==> src/rtl/demux_dispatch_ctrl.sv <==
// demux_dispatch_ctrl
//   Single-word holding buffer that offers its word to one of four sinks
//   at a time, rotating round-robin. If the targeted sink stalls for
//   TIMEOUT cycles, the word is retargeted to the next channel and skip
//   pulses for one cycle.
//
// Parameters
//   DW       data width of din/dout
//   TIMEOUT  stall cycles tolerated on one channel before retargeting (1..255)
//
// Ports
//   clk         rising-edge clock
//   rst_n       asynchronous active-low reset
//   din         source data word
//   din_valid   source word present
//   din_ready   block can accept a word this cycle (registered, high when empty)
//   dout        held word, shared by all sinks
//   dout_valid  one-hot offer; bit i = word offered to sink i
//   dout_ready  bit i = sink i accepts this cycle (only bit sel is used)
//   sel         current target channel
//   skip        one-cycle pulse after a channel is abandoned on timeout
//   cnt_flat    (only with DEMUX_DISPATCH_STATS_EN) four 8-bit delivered-word
//               counters, channel i at bits [8i+7:8i], wrapping
//
// Optional build macro: DEMUX_DISPATCH_STATS_EN

module demux_dispatch_ctrl #(
  parameter int DW      = 8,
  parameter int TIMEOUT = 4
) (
  input  logic          clk,
  input  logic          rst_n,
  input  logic [DW-1:0] din,
  input  logic          din_valid,
  output logic          din_ready,
  output logic [DW-1:0] dout,
  output logic [3:0]    dout_valid,
  input  logic [3:0]    dout_ready,
  output logic [1:0]    sel,
  output logic          skip
`ifdef DEMUX_DISPATCH_STATS_EN
  ,
  output logic [31:0]   cnt_flat
`endif
);

  typedef enum logic {
    EMPTY = 1'b0,
    FULL  = 1'b1
  } state_t;

  localparam logic [7:0] WAIT_LAST = 8'(TIMEOUT - 1);

  state_t     state;
  logic [7:0] wait_cnt;
  logic [1:0] sel_nxt;
  logic       take;

  assign sel_nxt = sel + 2'd1;
  // Only the targeted sink's ready matters; other bits are ignored.
  assign take    = (state == FULL) && dout_ready[sel];

  function automatic logic [3:0] onehot(input logic [1:0] idx);
    logic [3:0] v;
    v      = '0;
    v[idx] = 1'b1;
    return v;
  endfunction

  always_ff @(posedge clk or negedge rst_n) begin
    if (!rst_n) begin
      state      <= EMPTY;
      din_ready  <= 1'b1;
      dout       <= '0;
      dout_valid <= '0;
      sel        <= '0;
      skip       <= 1'b0;
      wait_cnt   <= '0;
    end else begin
      skip <= 1'b0;
      case (state)
        EMPTY: begin
          if (din_valid) begin
            state      <= FULL;
            din_ready  <= 1'b0;
            dout       <= din;
            dout_valid <= onehot(sel);
            wait_cnt   <= '0;
          end
        end
        FULL: begin
          // Transfer takes priority over a coincident timeout.
          if (dout_ready[sel]) begin
            state      <= EMPTY;
            din_ready  <= 1'b1;
            dout_valid <= '0;
            sel        <= sel_nxt;
            wait_cnt   <= '0;
          end else if (wait_cnt == WAIT_LAST) begin
            sel        <= sel_nxt;
            dout_valid <= onehot(sel_nxt);
            wait_cnt   <= '0;
            skip       <= 1'b1;
          end else begin
            wait_cnt <= wait_cnt + 8'd1;
          end
        end
        default: begin
          state      <= EMPTY;
          din_ready  <= 1'b1;
          dout_valid <= '0;
        end
      endcase
    end
  end

`ifdef DEMUX_DISPATCH_STATS_EN
  always_ff @(posedge clk or negedge rst_n) begin
    if (!rst_n) begin
      cnt_flat <= '0;
    end else if (take) begin
      cnt_flat[{sel, 3'b000} +: 8] <= cnt_flat[{sel, 3'b000} +: 8] + 8'd1;
    end
  end
`else
  logic unused_take;
  assign unused_take = take;
`endif

endmodule

==> config.mk <==
export PLATFORM = sky130hd
export DESIGN_NAME = demux_dispatch_ctrl
export DESIGN_NICKNAME = d
export VERILOG_FILES = /design/src/rtl/demux_dispatch_ctrl.sv
export SDC_FILE = /design/constraint.sdc
export NUM_CORES = 1
export LEC_CHECK = 0
export BUFFER_PORTS_ARGS = -buffer_cell sky130_fd_sc_hd__buf_2
export CAP_MARGIN = 10
export CORE_MARGIN = 8
export CORE_UTILIZATION = 50
export CTS_CLUSTER_SIZE = 8
export DETAILED_ROUTE_END_ITERATION = 7
export PLACE_DENSITY = 0.76
export SYNTH_ARGS = -nofsm -noshare
export SYNTH_HDL_FRONTEND = slang
export SYNTH_SLANG_ARGS = --single-unit
export TNS_END_PERCENT = 1
==> constraint.sdc <==
create_clock -name clk -period 1.91 [get_ports clk]
set_input_delay 0.0955 -clock clk [delete_from_list [all_inputs] [get_ports clk]]
set_output_delay 0.0955 -clock clk [all_outputs]
set_load 0.1 [all_outputs]
After elaboration in Yosys (flattened, before gate mapping) --
Cells that the tools add are included.
Word-level totals: output and inout bits 16, register bits after elaboration 25, input port bits 15, logic and storage cells 50
Operators by class: order comparisons 4, reductions and logical operators 7, eq/ne operators 4, multiplexer cells 25, bitwise gates (word level) 1, add/subtract/negate cells 2
Operators with widths (number):
- two-way mux 8 bit | 3
- case mux 8 bit (2 select lines) | 1
- two-way mux 4 bit | 3
- two-way mux 1 bit | 10
- adder 8 x 1 -> 8 bit (second input constant) | 1
- == test 8 x 2 -> 1 bit (second input constant) | 1
- case mux 4 bit (2 select lines) | 1
- AND reduction 2 bit | 4
- less-than comparator 2 x 3 -> 1 bit (second input constant) | 2
- demux 1 bit (select 2 bit) | 2
- >= comparator 2 x 1 -> 1 bit (second input constant) | 2
- two-way mux 2 bit | 2
- case mux 1 bit (2 select lines) | 2
- inequality test 3 x 1 -> 1 bit (second input constant) | 1
- adder 2 x 1 -> 2 bit (second input constant) | 1
- binary-select mux 1 bit (select 2 bit) | 1
- logical AND 1 bit | 2
- inequality test 2 x 1 -> 1 bit (second input constant) | 1
- inequality test 2 bit (second input constant) | 1
- nonzero test 2 bit | 1
- NOT 1 bit | 1

Depth between registers and ports, before layout --
word-level depth 8, depth in mapped cells 6, depth with buffers taken out 5

Worst setup path after synthesis --
OpenSTA, ideal clock, no wires.
path type register to register, from reg sel[1], to reg sel[1], stages on the path, launching flop included 5, clock period less this slack 2239 ps, data arrival time 2110 ps, data required time 1781 ps, buffers on the path 0, library setup time 129 ps, slack -329 ps, cells stage by stage dfrtp_1 > mux2_4 > mux2_4 > o21ai_2 > mux2_1
On the way: longest elaborated chain between the ends 4, elaborated cells between the ends (all ways) 7, classes of those cells 1 x add/sub; 4 x mux; 2 x reduce/logical
RTL lines:
- from (decl) | RTL line 39 | output logic [1:0] sel,
- from (signal assigned) | RTL line 97 | sel <= sel_nxt;
- from (signal assigned) | RTL line 100 | sel <= sel_nxt;
- binary-select mux 1 bit (select 2 bit) | RTL line 93 | if (dout_ready[sel]) begin
- two-way mux 1 bit (implied by the code) | RTL line 93
- nonzero test 2 bit (no line)
- AND reduction 2 bit (no line)
Several ways; a longest one is shown, not always the timed one. The select of a mux whose other input is x is not followed. A chain may end at the register's enable or synchronous reset.

Worst setup path in the final report --
Same ends and word-level chain as after synthesis.

==> metrics.txt <==
result of the run=finished clean; mean area per synthesized cell=11.5 sq um; r2r setup slk=~0.17 ns; wire per inst=15.0 um; 1st-iter DRT viols=29; RR Startpoint=sel[1]$_DFFE_PN0P_; most frequent cells in the layout=30 x buf_2, 22 x dfrtp_1, 11 x nor2_1, 7 x nand2_1, 7 x dlygate4sd3_1; GRT Total Usage=a little over an eighth; crit path launch type=flop; Root Buffer=clkbuf_4; post-cts repair resize count=0; Mapped Area=1250 sq um; asr flop ratio synth=100%; Num CTS Buffers=3; dpl hpwl=2.06 mm; Critical Path RT=2.12 ns; dominant synthesized flop cell=dfrtp_1; Worst EP arrival=approximately 2.0 ns; crit-path max FO=7; total clock sinks=25; diode count=0; hold-critical path endpoint=dout[3]$_DFFE_PN0P_; Vias=around 1,000; worst-case reg-to-reg path depth=4; Seq cells post-synth=25; pin count of the biggest net entering global routing=26; pre-CTS WS=roughly 0.19 ns; Netlist cell types=34; crit path kind=reg -> reg; fin. max-slew vios=0; # IOs=31; post-synthesis sequential area ratio=50.0%; TritonCTS clock tree=built; vias in the first global route=1,024; Congestion Overflow GR=0; Die Y=66.1 um; layout cell share with drive strength beyond 1=around a third; I/O Buffers=30; Synth Warn #=0; Core ar.=between 2000 and 2500 sq um; Hold Crit Start=din[3]; clk_lat worst skew=0.31 ns; fin crit period=1.74 ns; final setup TNS=0 ns; Post-synth EDFFs=0; Hold Path Cell Cnt=2; Peak Freq=approximately 580 MHz; routed vias/inst=5.43; clock slew at reported path FFs=around 0.13 ns; Slew Limit Headroom=64.7%; Mapped Cells=~110; R2R Path End=sel[1]$_DFFE_PN0P_; Initial Utilization=51.5%; die width=66.1 um; Post-DRT Antenna Nets=0; Syn Nets=130; worst-margin pin slew=roughly 0.53 ns; non-filler cells, final=180; final hold vios=0; fin nets=roughly 170; H-tree levels=1; min-delay worst type=in -> reg; clk_skew=0.00603 ns; final worst slack=0.172 ns; Routability Congestion=0.819; Maximum Capacitance Violations=0; Post-CTS Setup Bufs=0; Cells after DPL=169; final setup fails=0; first-pass detailed-route iteration total=4; antenna violations before repair=0; commonest non-fill, non-tap cell in the layout=buf_2; drt drc=0; final WL=roughly 2.7 mm; first-pass GRT wire length=between 4 and 5 mm; final worst-path cycle share=91.0%; P&R area growth vs syn=23.2%; Hold Buf Count CTS=7; Row Count=18; Setup crit end kind=flop; RSZ-0062 raised after global routing=false; total die area=4370 sq um; clk buf depth=2
layer usage:
| layer | vias up | wire length, um | GRT usage (%) |
|---|---|---|---|
| met2 | 34 | 1250 | 22.3 |
| met5 | - | 0 | 0 |
| met1 | 466 | 1140 | 15.2 |
| li1 | 472 | - | - |
| met3 | 5 | 260 | 4.24 |
| met4 | 0 | 48 | 6.13 |
how the worst max path moves through the flow:
stage | startpoint | end | slack, ns | cells past startpoint
final | sel[1]$_DFFE_PN0P_ | sel[1]$_DFFE_PN0P_ | 0.17 | 4
after global routing | sel[1]$_DFFE_PN0P_ | wait_cnt[2]$_DFFE_PN0P_ | 0.1 | 5
after CTS | sel[1]$_DFFE_PN0P_ | sel[1]$_DFFE_PN0P_ | 0.16 | 4
after detailed placement | sel[1]$_DFFE_PN0P_ | sel[1]$_DFFE_PN0P_ | 0.19 | 4
after global placement | sel[1]$_DFFE_PN0P_ | sel[1]$_DFFE_PN0P_ | 0.22 | 4
after floorplan | sel[1]$_DFFE_PN0P_ | sel[1]$_DFFE_PN0P_ | 0.07 | 4
cell usage after synthesis (3+ instances only):
cell / number / share of area [%]
dfrtp_1: 24 / 48
nor2_1: 11 / 3.3
nand2_1: 7 / 2.1
ha_1: 6 / 6.0
inv_1: 6 / 1.8
mux2_2: 5 / 4.5
a221oi_1: 4 / 2.8
a2bb2oi_1: 4 / 2.8
mux2_1: 4 / 3.6
nand3_1: 4 / 1.6
mux2_4: 3 / 3.6
o21ai_1: 3 / 1.2
xnor2_1: 3 / 2.1
state kept, by name (all words and copies together) (netlist names):
| signal | count |
|---|---|
| dout | 8 |
| wait_cnt | 8 |
| dout_valid | 4 |
| sel | 2 |
| din_ready | 1 |
| skip | 1 |
| state | 1 |
critical path: stages, from the launching register on:
cell	delay [ns]
dfrtp_4	0.54
mux2_4	0.33
mux2_4	0.30
o21ai_2	0.14
mux2_1	0.32
cells by family after synthesis:
family	synth area share, %
mux	11.7
flops	50.0
compound gates	13.7
simple gates	12.4
xor+xnor	2.79
fa+ha+maj	5.99
buf+inv	3.49
stage by stage:
step	utilization [%]	hold slack (ns)	instance area, sq um
final	63.5	0.0151	1540
after global routing	63.5	0.00103	1540
after CTS	63.5	0.00297	1540
after detailed placement	59.5	0.111	1450
after global placement	59.5	0.107	1450
after floorplan	-	-0.200	1260
area by class of cell:
cell class	count	area, sq um
fill	190	888
sequential	25	632
multi-input combinational	75	583
timing repair buffer	40	243
tap	30	37.5
clock buffer	4	26.3
inverter	6	22.5
Power is left out: the tool's default activity adds up to more than one toggle a clock period on the data nets, which glitch-free logic cannot reach.
